--- config.mk ---
export PLATFORM = sky130hd
export DESIGN_NAME = fifo_stream_reader
export DESIGN_NICKNAME = d
export VERILOG_FILES = /design/src/rtl/fifo_pkg.sv /design/src/rtl/fifo_skid_buf.sv /design/src/rtl/fifo_stream_reader.sv
export SDC_FILE = /design/constraint.sdc
export NUM_CORES = 1
export LEC_CHECK = 0
export ABC_AREA = 1
export BUFFER_PORTS_ARGS = -buffer_cell sky130_fd_sc_hd__buf_2
export CORE_UTILIZATION = 55
export CTS_CLUSTER_DIAMETER = 40
export DETAILED_ROUTE_END_ITERATION = 7
export MAX_ROUTING_LAYER = met4
export PLACE_DENSITY = 0.77
export SYNTH_ARGS = -nofsm -noshare
export SYNTH_HDL_FRONTEND = slang
export SYNTH_SLANG_ARGS = --single-unit
--- constraint.sdc ---
create_clock -name clk -period 2.02 [get_ports clk]
set_clock_uncertainty 0.1 [all_clocks]
set_input_delay 0.303 -clock clk [delete_from_list [all_inputs] [get_ports clk]]
set_output_delay 0.303 -clock clk [all_outputs]
set_load 0.01 [all_outputs]
--- src/rtl/fifo_pkg.sv ---
// ----------------------------------------------------------------------------
// fifo_pkg
// Shared definitions for the synchronous FIFO and its drain stage:
// default data width / depth and the skid-buffer occupancy encoding.
// ----------------------------------------------------------------------------
package fifo_pkg;

    localparam int unsigned FIFO_WIDTH = 16;
    localparam int unsigned FIFO_DEPTH = 16;

    // Occupancy of the 2-entry skid buffer
    typedef enum logic [1:0] {
        EMPTY = 2'd0,
        ONE   = 2'd1,
        TWO   = 2'd2
    } occ_t;

endpackage

--- src/rtl/fifo_skid_buf.sv ---
// ----------------------------------------------------------------------------
// fifo_skid_buf
// Two-entry in-order buffer with registered head word and valid flag.
// Ports:
//   clk, rst_n     clock, asynchronous active-low reset
//   i_push         write i_push_data at the tail this cycle
//   i_push_data    word to write
//   i_pop          retire the head word (only while o_valid)
//   o_valid        buffer holds at least one word
//   o_data         head word, stable until popped
//   o_occ          current occupancy
// ----------------------------------------------------------------------------
module fifo_skid_buf
    import fifo_pkg::*;
#(
    parameter int unsigned WIDTH = 16
) (
    input  logic             clk,
    input  logic             rst_n,
    input  logic             i_push,
    input  logic [WIDTH-1:0] i_push_data,
    input  logic             i_pop,
    output logic             o_valid,
    output logic [WIDTH-1:0] o_data,
    output occ_t             o_occ
);

    occ_t             r_occ;
    occ_t             w_occ_nxt;
    logic             r_head;
    logic             r_tail;
    logic [WIDTH-1:0] r_mem [2];
    logic [WIDTH-1:0] r_data;
    logic [WIDTH-1:0] w_data_nxt;
    logic             r_valid;

    // Next occupancy
    always_comb begin
        w_occ_nxt = r_occ;
        case ({i_push, i_pop})
            2'b10: begin
                case (r_occ)
                    EMPTY:   w_occ_nxt = ONE;
                    default: w_occ_nxt = TWO;
                endcase
            end
            2'b01: begin
                case (r_occ)
                    TWO:     w_occ_nxt = ONE;
                    default: w_occ_nxt = EMPTY;
                endcase
            end
            default: w_occ_nxt = r_occ;
        endcase
    end

    // Next head word, kept in its own register so o_data needs no read mux
    always_comb begin
        w_data_nxt = r_data;
        if (i_pop) begin
            if (r_occ == TWO) begin
                w_data_nxt = r_mem[~r_head];
            end else if (i_push) begin
                w_data_nxt = i_push_data;
            end
        end else if (r_occ == EMPTY && i_push) begin
            w_data_nxt = i_push_data;
        end
    end

    // Storage, pointers and registered outputs
    always_ff @(posedge clk or negedge rst_n) begin
        if (!rst_n) begin
            r_occ    <= EMPTY;
            r_head   <= 1'b0;
            r_tail   <= 1'b0;
            r_mem[0] <= '0;
            r_mem[1] <= '0;
            r_data   <= '0;
            r_valid  <= 1'b0;
        end else begin
            r_occ   <= w_occ_nxt;
            r_valid <= (w_occ_nxt != EMPTY);
            r_data  <= w_data_nxt;
            if (i_push) begin
                r_mem[r_tail] <= i_push_data;
                r_tail        <= ~r_tail;
            end
            if (i_pop) begin
                r_head <= ~r_head;
            end
        end
    end

    assign o_valid = r_valid;
    assign o_data  = r_data;
    assign o_occ   = r_occ;

endmodule

--- src/rtl/fifo_stream_reader.sv ---
// ----------------------------------------------------------------------------
// fifo_stream_reader
// Drains a synchronous FIFO (1-cycle read latency) into a valid/ready stream
// through a 2-entry skid buffer; counts delivered words and flags underflow.
// Ports:
//   clk, rst_n       clock, asynchronous active-low reset
//   enable           permits new FIFO reads
//   fifo_empty       FIFO empty flag
//   fifo_underflow   FIFO underflow flag, aligned with fifo_data_out
//   fifo_data_out    FIFO read data, valid the cycle after fifo_rd_en
//   fifo_rd_en       FIFO read strobe (combinational credit check)
//   m_valid/m_ready  output stream handshake
//   m_data           output word
//   rd_count         delivered-word counter, wraps
//   err_underflow    sticky underflow flag
// ----------------------------------------------------------------------------
module fifo_stream_reader #(
    parameter int unsigned FIFO_WIDTH = 16,
    parameter int unsigned CNT_WIDTH  = 16
) (
    input  logic                  clk,
    input  logic                  rst_n,
    input  logic                  enable,
    input  logic                  fifo_empty,
    input  logic                  fifo_underflow,
    input  logic [FIFO_WIDTH-1:0] fifo_data_out,
    output logic                  fifo_rd_en,
    output logic                  m_valid,
    input  logic                  m_ready,
    output logic [FIFO_WIDTH-1:0] m_data,
    output logic [CNT_WIDTH-1:0]  rd_count,
    output logic                  err_underflow
);

    import fifo_pkg::*;

    occ_t                  w_occ;
    logic                  w_valid;
    logic [FIFO_WIDTH-1:0] w_data;
    logic                  w_pop;
    logic                  w_push;
    logic                  w_rd_en;
    logic [2:0]            w_level;
    logic                  r_inflight;
    logic [CNT_WIDTH-1:0]  r_count;
    logic                  r_err;

    assign w_pop   = w_valid & m_ready;
    assign w_push  = r_inflight & ~fifo_underflow;

    // Committed slots = buffered + in flight; a same-cycle pop frees one
    assign w_level = {1'b0, w_occ} + {2'b00, r_inflight};
    assign w_rd_en = rst_n & enable & ~fifo_empty
                   & (w_level < (3'd2 + {2'b00, w_pop}));

    fifo_skid_buf #(
        .WIDTH (FIFO_WIDTH)
    ) u_skid (
        .clk         (clk),
        .rst_n       (rst_n),
        .i_push      (w_push),
        .i_push_data (fifo_data_out),
        .i_pop       (w_pop),
        .o_valid     (w_valid),
        .o_data      (w_data),
        .o_occ       (w_occ)
    );

    // Read tracking, delivered count and sticky error
    always_ff @(posedge clk or negedge rst_n) begin
        if (!rst_n) begin
            r_inflight <= 1'b0;
            r_count    <= '0;
            r_err      <= 1'b0;
        end else begin
            r_inflight <= w_rd_en;
            if (w_pop) begin
                r_count <= r_count + CNT_WIDTH'(1);
            end
            if (r_inflight && fifo_underflow) begin
                r_err <= 1'b1;
            end
        end
    end

    assign fifo_rd_en    = w_rd_en;
    assign m_valid       = w_valid;
    assign m_data        = w_data;
    assign rd_count      = r_count;
    assign err_underflow = r_err;

endmodule

==> results.ini, run 1 <==
[floorplanning]
dieHeight_um = 79.5
dieArea_sq_um = 6320
core-area_sq_um = 5640
die_w_um = 79.5
start_util = 0.586
rows = 27
boundaryPins = 57

[logic_synthesis]
synth-async-reset-ratio = 1.00
yosys-top-cells-area = dfrtp_1 54%, nand2_1 14%, o21ai_0 5.6%
syn_area_sq_um = 3310
synth_nets = 414
synthCells = 389
ys_types = 26
syn_avg_cell_area_sq_um = 8.50
yosysTopAreaCell = dfrtp_1
synth_edf_count = 0
synth_top_area_frac = 0.537
synth-seq-area-share = 0.537
synth_warnings = 0
ys_seq_elements = 71
synth_ff_type = dfrtp_1

[finish]
final_area_sq_um = 3830
drive_above_1_share = 0.233
syn_to_final_growth_pct = 16.0
antenna_cells = 0
nets = 475

[detailed_routing]
ant_nets = 0
vias = 2610
drc = 0
drt_iter0_markers = 219
viasPerCell = 4.96
dr.pass1.iters = 4
post_drt_wl_per_cell_um = 12.6
routed_wl_mm = 6.64

[timing]
finalWorstSetupSlack_ps = 4.04
slew_viol_final = 0
slew-limit-headroom = 0.626
rsz0062_at_grt = yes
period_needed_ps = 2020
fmax_ghz = 0.496
finalCritPeriodShare = 0.998
final-setup-viol-count = 0
tightest_slew_ps = 558
final_hold_viol_count = 0

[global_route]
grt_pass1_wl_mm = 11.3
grt-ovfl-total = 0
track_usage = 0.243
antenna_found_initial = 0
grt_pass1_vias = 2518
grt_max_degree = 72

[worst_setup_path]
timing.rr.end = rd_count[12]$_DFFE_PN0P_
worstSetupEndpointType = primary output
cp.arrival_ps = 1610
timing.rr.start = rd_count[0]$_DFFE_PN0P_
crit_fanout = 3
r2r_slack_ps = 480
cp.required_ps = 1620
cp-start-kind = register
worstRegToRegCells = 8
crit_type = register to primary output

[clock_tree]
clk_pin_slew_ps = 60
cts_buffers = 9
h-tree-depth = 3
cts_tree = done
cts_root_buf = clkbuf_8
cts_sinks = 71
clk_latency_ps = 330
cts.path.max_buffers = 2

[min_path]
min_path_type = input pin to register
min_from = fifo_empty
holdPathStages = 2
worstHoldEndpoint = r_inflight$_DFF_PN0_

[pwr]
total_leakage_power_nw = 2.03
clockPowerShare = 0.207
vdd_ir_drop_max_mv = 0.834
switchingPower_mw = 1.58
p_seq_frac = 0.493
p_int_mw = 3.00
p_total_mw = 4.58
pwr-share-comb = 0.300
p_sw_frac = 0.345
power_density_nw_per_um2 = 1200

[place]
placed_cell_area_sq_um = 3640
gp_congestion = 0.754
io_buffer_count = 56
dp_hpwl_mm = 4.24
pre_cts_ws_ps = 225

[run]
drv_cap = 0

[run_status]
status = finished, final reports clean

==> flip-flops by register name, indices dropped and copies added, names as in the netlist <==
| name | flops |
|---|---|
| u_skid.r_mem | 32 |
| r_inflight | 1 |
| u_skid.r_tail | 1 |
| err_underflow | 1 |
| u_skid.r_head | 1 |
| u_skid.o_data | 16 |
| u_skid.o_occ | 2 |
| u_skid.o_valid | 1 |
| rd_count | 16 |
==> cells in the mapped netlist, drive strengths merged (3+ instances only) <==
| library cell | instances |
|---|---|
| clkbuf | 4 |
| nand2 | 124 |
| inv | 32 |
| nor2 | 51 |
| dfrtp | 71 |
| nand3 | 20 |
| ha | 3 |
| buf | 11 |
| xor2 | 3 |
| o21ai | 54 |
| xnor2 | 8 |
==> cell families (layout without fill, tap and decap cells) <==
group | Yosys count | after routing | synth area share
flip-flops | 71 | 71 | 0.537
AO/OA/AOI/OAI | 57 | 57 | 0.107
adder cells (fa/ha/maj) | 3 | 3 | 0.0114
buffers and inverters | 48 | 113 | 0.0689
AND/OR/NAND/NOR | 199 | 199 | 0.246
XOR/XNOR | 11 | 11 | 0.0291
==> worst max path at each step <==
stage | startpoint | end | slack, ps
floorplan | r_inflight$_DFF_PN0_ | fifo_rd_en | 290
global placement | r_inflight$_DFF_PN0_ | fifo_rd_en | 290
detailed placement | r_inflight$_DFF_PN0_ | fifo_rd_en | 230
CTS | r_inflight$_DFF_PN0_ | fifo_rd_en | 8
global route | r_inflight$_DFF_PN0_ | fifo_rd_en | -70
finish | r_inflight$_DFF_PN0_ | fifo_rd_en | 4
==> area by class of cell <==
type	count	area [sq um]
Clock inverter	1	5.00
Clock buffer	14	153
Sequential cell	71	1780
Multi-Input combinational cell	270	1320
Inverter	33	124
Tap cell	72	90.1
Fill cell	459	1810
Timing Repair Buffer	65	363
==> metrics by stage <==
step                hold slack [ps]  cells  utilization  setup TNS [ps]
floorplan                     -92.6    389            -               0
global placement                334    510        0.646               0
detailed placement              327    510        0.646               0
CTS                            27.0    526        0.680               0
global route                   20.1    526        0.680           -67.7
finish                         36.9    526        0.680               0
==> what timing repair did <==
| action | 4_1_cts | 5_1_grt |
|---|---|---|
| setup endpoints to repair | 1 | 1 |
| hold buffers | 1 | 0 |
| hold endpoints to repair | 71 | 0 |
| buffers inserted | 0 | 0 |
| resized for setup | 3 | 0 |
==> placed cells by master, fill, tap and decap left out <==
master,instances
nor4_2,1
nor2_4,2
clkinv_2,1
xnor2_1,8
buf_2,56
dlygate4sd3_1,1
nand2_2,5
o21ai_2,17
or2_1,1
ha_2,1
dfrtp_1,71
nor2_2,1
o21a_1,1
clkbuf_8,10
a21oi_1,1
nor3_1,1
nand3_1,20
clkbuf_1,4
buf_12,1
inv_1,30
buf_4,7
ha_4,1
nor2_1,48
inv_2,2
ha_1,1
o21ai_0,37
nand2_1,119
nand3b_1,1
xor2_1,3
clkinv_1,1
a21o_2,1
==> power by group through the flow <==
stage                     registers [mW]  clock network, mW  logic [mW]
final                               2.26              0.948        1.38
after global routing                2.33               1.03        1.58
after CTS                           2.26              0.966        1.39
after detailed placement            2.28                  0        1.38
after global placement              2.25                  0        1.33
after floorplan                     2.33                  0       0.858
==> metal layers <==
layer | vias to the layer above | track usage | routed length [um]
met5 | - | - | 0
met4 | 0 | 0.0709 | 55
li1 | 1333 | - | -
met2 | 65 | 0.387 | 3130
met3 | 4 | 0.0617 | 328
met1 | 1208 | 0.306 | 3120
==> critical path, cell delays in order (launching register included) <==
cell and delay, ps:
dfrtp_1 400, ha_2 210, ha_4 210, o21a_1 110, nor4_2 180, buf_2 180
Power figures use the tool's default switching activity.
==> inputs of run 2 (changes only) <==
--- a/config.mk
+++ b/config.mk
@@ -7,11 +7,13 @@
 export LEC_CHECK = 0
 export ABC_AREA = 1
 export BUFFER_PORTS_ARGS = -buffer_cell sky130_fd_sc_hd__buf_2
-export CORE_UTILIZATION = 55
+export CELL_PAD_IN_SITES_DETAIL_PLACEMENT = 2
+export CELL_PAD_IN_SITES_GLOBAL_PLACEMENT = 2
+export CORE_UTILIZATION = 36
 export CTS_CLUSTER_DIAMETER = 40
 export DETAILED_ROUTE_END_ITERATION = 7
 export MAX_ROUTING_LAYER = met4
-export PLACE_DENSITY = 0.77
+export PLACE_DENSITY = 0.82
 export SYNTH_ARGS = -nofsm -noshare
 export SYNTH_HDL_FRONTEND = slang
 export SYNTH_SLANG_ARGS = --single-unit
==> results.ini, run 2 (same netlist as run 1, synthesis figures left out) <==
[run_status]
status = finished, violations left
violations = design-rule violations

[min_path]
min_path_type = input pin to register
worstHoldEndpoint = r_inflight$_DFF_PN0_
holdPathStages = 2
min_from = fifo_empty

[timing]
finalWorstSetupSlack_ps = 25.7
tightest_slew_ps = 561
slew-limit-headroom = 0.624
slew_viol_final = 0
hold_ws_ps = 30.9
final-setup-viol-count = 0
finalCritPeriodShare = 0.987
fmax_ghz = 0.501
period_needed_ps = 1990
rsz0062_at_grt = yes
final_hold_viol_count = 0

[worst_setup_path]
timing.rr.end = u_skid.r_mem[30]$_DFFE_PN0P_
cp.required_ps = 1620
cp-start-kind = register
crit_fanout = 3
cp.arrival_ps = 1590
worstSetupEndpointType = primary output
timing.rr.start = r_inflight$_DFF_PN0_
crit_type = register to primary output
worstRegToRegCells = 7
r2r_slack_ps = 390

[floorplanning]
start_util = 0.375
rows = 34
die_w_um = 97.8
core-area_sq_um = 8810
boundaryPins = 57
dieArea_sq_um = 9570
dieHeight_um = 97.8

[global_route]
antenna_found_initial = 0
grt_pass1_vias = 3083
track_usage = 0.209
grt_pass1_wl_mm = 15.3
grt_max_degree = 72
grt-ovfl-total = 0

[finish]
nets = 475
final_util = 0.445
drive_above_1_share = 0.240
antenna_cells = 0
nFillCells = 1028
mostFrequentLayoutCells = 119 x nand2_1, 71 x dfrtp_1, 56 x buf_2, 48 x nor2_1, 37 x o21ai_0
stdcell_count = 562
layout_commonest_cell = nand2_1
largest_reg_flops = 32
largest-register = u_skid.r_mem
syn_to_final_growth_pct = 18.5

[place]
dp.cells = 546
gp_congestion = 0.718
pre_cts_ws_ps = 234
io_buffer_count = 56
dp_hpwl_mm = 5.86

[detailed_routing]
vias = 2782
dr.pass1.iters = 7
drc = 6
ant_nets = 0
drt_iter0_markers = 80
post_drt_wl_per_cell_um = 15.9
routed_wl_mm = 8.94
viasPerCell = 4.95

[pwr]
vdd_ir_drop_max_mv = 0.541
p_total_mw = 4.89
power_density_nw_per_um2 = 1250
total_leakage_power_nw = 2.05

[clock_tree]
clk_pin_slew_ps = 70
cts.path.max_buffers = 2
h-tree-depth = 3
clk_latency_ps = 340
cts_tree = done
cts_buffers = 9
cts_root_buf = clkbuf_8
cts_sinks = 71

[run]
drv_cap = 0

## run 2: cell count changes in the layout (fill, tap and decap cells not counted)
cell	change
clkbuf_8	+1
clkinvlp_4	+1
clkbuf_1	-3
bufinv_16	+1
## run 2: per-stage QoR
stage | area [sq um] | TNS (ps)
CTS | 3920 | 0
floorplan | 3310 | 0
detailed placement | 3690 | 0
finish | 3920 | 0
global route | 3920 | -82.3
global placement | 3690 | 0
## run 2: critical path, cell delays in order, from the launching register on
cell	delay, ps
dfrtp_1	400
ha_2	210
ha_4	200
o21a_1	100
nor4_2	160
buf_2	180
## run 2: where the power goes
part	switching (mW)	total (mW)	leakage [nW]	internal (mW)
Combinational	0.858	1.45	1.04	0.590
Sequential	0.335	2.28	0.906	1.95
Clock	0.527	1.16	0.0985	0.630
Total	1.72	4.89	2.05	3.17
## run 2: area by class of cell
type                            count  area (sq um)  share of cell area
Sequential cell                    71          1780               0.453
Multi-Input combinational cell    270          1320               0.337
Timing Repair Buffer               65           363              0.0926
Clock buffer                       12           155              0.0396
Tap cell                          108           135              0.0345
Inverter                           33           124              0.0316
Clock inverter                      3          42.5              0.0109
## run 2: worst max-delay path by stage
stage	startpoint	end	slack [ps]	cells after the start
2_1_floorplan	r_inflight$_DFF_PN0_	fifo_rd_en	290	4
3_3_place_gp	r_inflight$_DFF_PN0_	fifo_rd_en	280	5
3_5_place_dp	r_inflight$_DFF_PN0_	fifo_rd_en	230	5
4_1_cts	r_inflight$_DFF_PN0_	fifo_rd_en	2	5
5_1_grt	r_inflight$_DFF_PN0_	fifo_rd_en	-80	5
6_report	r_inflight$_DFF_PN0_	fifo_rd_en	30	5
## run 2: what timing repair did
action	4_1_cts	5_1_grt
buffers inserted	0	0
hold buffers	1	0
hold endpoints to repair	71	0
pin swaps	0	0
endpoints found under the setup margin	1	1
cloned	0	0
resized for setup	3	0
## run 2: layer usage
| layer | routed length [um] | vias up | global-route usage | part of all wire |
|---|---|---|---|---|
| li1 | - | 1338 | - | - |
| met1 | 4040 | 1382 | 0.256 | 0.45 |
| met2 | 4470 | 48 | 0.351 | 0.50 |
| met3 | 261 | 14 | 0.0372 | 0.029 |
| met4 | 173 | 0 | 0.0653 | 0.019 |
| met5 | 0 | - | - | 0 |
==> inputs of run 3 (changes only) <==
--- a/config.mk
+++ b/config.mk
@@ -9,11 +9,13 @@
 export BUFFER_PORTS_ARGS = -buffer_cell sky130_fd_sc_hd__buf_2
 export CELL_PAD_IN_SITES_DETAIL_PLACEMENT = 2
 export CELL_PAD_IN_SITES_GLOBAL_PLACEMENT = 2
-export CORE_UTILIZATION = 36
+export CORE_UTILIZATION = 35
 export CTS_CLUSTER_DIAMETER = 40
+export CTS_CLUSTER_SIZE = 16
 export DETAILED_ROUTE_END_ITERATION = 7
 export MAX_ROUTING_LAYER = met4
-export PLACE_DENSITY = 0.82
+export PLACE_DENSITY = 0.81
 export SYNTH_ARGS = -nofsm -noshare
 export SYNTH_HDL_FRONTEND = slang
+export SYNTH_HIERARCHICAL = 1
 export SYNTH_SLANG_ARGS = --single-unit
==> results.ini, run 3 <==
[timing]
finalWorstSetupSlack_ps = 38.2
rsz0062_at_grt = yes
final-setup-viol-count = 0
period_needed_ps = 1980
hold_ws_ps = 111
fmax_ghz = 0.505
tightest_slew_ps = 935
slew-limit-headroom = 0.377
tns_ps = 0
finalCritPeriodShare = 0.981
slew_viol_final = 0
final_hold_viol_count = 0

[detailed_routing]
ant_nets = 0
viasPerCell = 4.83
dr.pass1.iters = 4
drc = 0
drt_iter0_markers = 64
post_drt_wl_per_cell_um = 15.6
vias = 3201
routed_wl_mm = 10.4

[worst_setup_path]
cp.required_ps = 1620
crit_type = register to primary output
crit_fanout = 2
worstSetupEndpointType = primary output
cp.arrival_ps = 1580
cp-start-kind = register

[clock_tree]
hold_buffers = 0
clk_pin_slew_ps = 70
cts.path.max_buffers = 2
h-tree-depth = 3
cts_root_buf = clkbuf_8
cts_sinks = 71
clk_latency_ps = 350
cts_buffers = 9
cts_tree = done

[finish]
mostFrequentLayoutCells = 182 x nand2_1, 73 x inv_1, 70 x dfrtp_1, 56 x buf_2, 22 x nand3_1
drive_above_1_share = 0.221
final_area_sq_um = 4310
syn_to_final_growth_pct = 18.9
final_util = 0.435
layout_commonest_cell = nand2_1
nFillCells = 1191
largest_reg_flops = 32
stdcell_count = 663
largest-register = u_skid/r_mem
nets = 555
antenna_cells = 0

[logic_synthesis]
syn_avg_cell_area_sq_um = 7.87
yosysMostFrequentCell = nand2_1
synth_fa_ha_area_frac = 0.0172
yosysTopAreaCell = dfrtp_1
synth-async-reset-ratio = 1.00
synth-simple-area-share = 0.292
synth.area.mux_share = 0
synth-compound-area-share = 0.0635
synthTopCellsByCount = 182 x nand2_1, 73 x inv_1, 71 x dfrtp_1
synth_nets = 488
synth-xor-area-share = 0.0266
synth_top_area_frac = 0.490
synth-seq-area-share = 0.490
synth_edf_count = 0
synth_top_family_by_area = simple AND/OR/NAND/NOR gates
synth_warnings = 6
syn_area_sq_um = 3630
ys_seq_elements = 71
yosys-top-cells-area = dfrtp_1 49%, nand2_1 19%, inv_1 7.6%
synth_ff_type = dfrtp_1
ys_types = 31
synthCells = 461

[floorplanning]
dieHeight_um = 104
core-area_sq_um = 9910
start_util = 0.366
dieArea_sq_um = 10800
rows = 36
boundaryPins = 57
die_w_um = 104

[pwr]
total_leakage_power_nw = 2.43
vdd_ir_drop_max_mv = 0.369
power_density_nw_per_um2 = 1000
p_total_mw = 4.33

[global_route]
grt_pass1_vias = 3611
grt_max_degree = 72
grt-ovfl-total = 0
antenna_found_initial = 0
grt_pass1_wl_mm = 17.8
track_usage = 0.216

[min_path]
min_path_type = input pin to register

[place]
dp.cells = 645
io_buffer_count = 56
pre_cts_ws_ps = 197
dp_hpwl_mm = 6.87
gp_congestion = 0.759
placed_cell_area_sq_um = 4060

[run]
drv_cap = 0

[run_status]
status = finished, final reports clean

run 3: worst paths after layout:
| kind | startpoint | end | slack (ps) | cells after the start |
|---|---|---|---|---|
| worst min register to register | u_skid/r_mem[9]$_DFFE_PN0P_ | u_skid/r_mem[9]$_DFFE_PN0P_ | 390 | 2 |
| worst min-delay path | fifo_underflow | err_underflow$_DFFE_PN0P_ | 110 | 2 |
| max in group asynchronous | rst_n | u_skid/o_occ[1]$_DFF_PN0_ | 1070 | 2 |
| min in group asynchronous | rst_n | err_underflow$_DFFE_PN0P_ | 120 | 2 |
| worst max register to register | r_inflight$_DFF_PN0_ | u_skid/o_valid$_DFF_PN0_ | 220 | 10 |
| worst max-delay path | u_skid/o_occ[0]$_DFF_PN0_ | fifo_rd_en | 40 | 5 |
run 3: per-layer routing:
layer | up-vias | part of all wire | wire (um) | global-route usage
li1 | 1517 | - | - | -
met2 | 62 | 0.53 | 5540 | 0.400
met5 | - | 0 | 0 | -
met3 | 10 | 0.033 | 338 | 0.0365
met4 | 0 | 0.0094 | 97 | 0.0582
met1 | 1612 | 0.42 | 4390 | 0.237
run 3: area by class of cell:
type	count	area, sq um	share of cell area
clock buffers	12	155	0.0360
clock inverters	1	30.0	0.00696
inverters	77	295	0.0685
multi-input cells	299	1480	0.343
flip-flops and latches	71	1780	0.412
well taps	133	166	0.0386
repair buffers	70	410	0.0952
run 3: cells by family (layout without fill, tap and decap cells):
group,after synthesis,in the layout
buf+inv,91,160
flops,71,71
simple gates,247,247
fa+ha+maj,5,5
xor+xnor,11,11
compound gates,36,36
run 3: what timing repair did:
item / CTS / global route
pin swaps: 2 / 2
buffers inserted: 3 / 2
resized for setup: 4 / 1
setup endpoints to repair: 1 / 1
run 3: critical path, cell delays in order, from the launching register on:
cell	delay [ps]
dfrtp_1	390
ha_2	200
ha_4	200
o21a_1	130
nor4_4	150
buf_2	170
run 3: power by group:
| group | leakage [nW] | internal (mW) | switching, mW | total [mW] |
|---|---|---|---|---|
| logic | 1.45 | 0.457 | 0.761 | 1.22 |
| registers | 0.885 | 1.76 | 0.218 | 1.98 |
| clock network | 0.0944 | 0.619 | 0.514 | 1.13 |
| total | 2.43 | 2.84 | 1.49 | 4.33 |
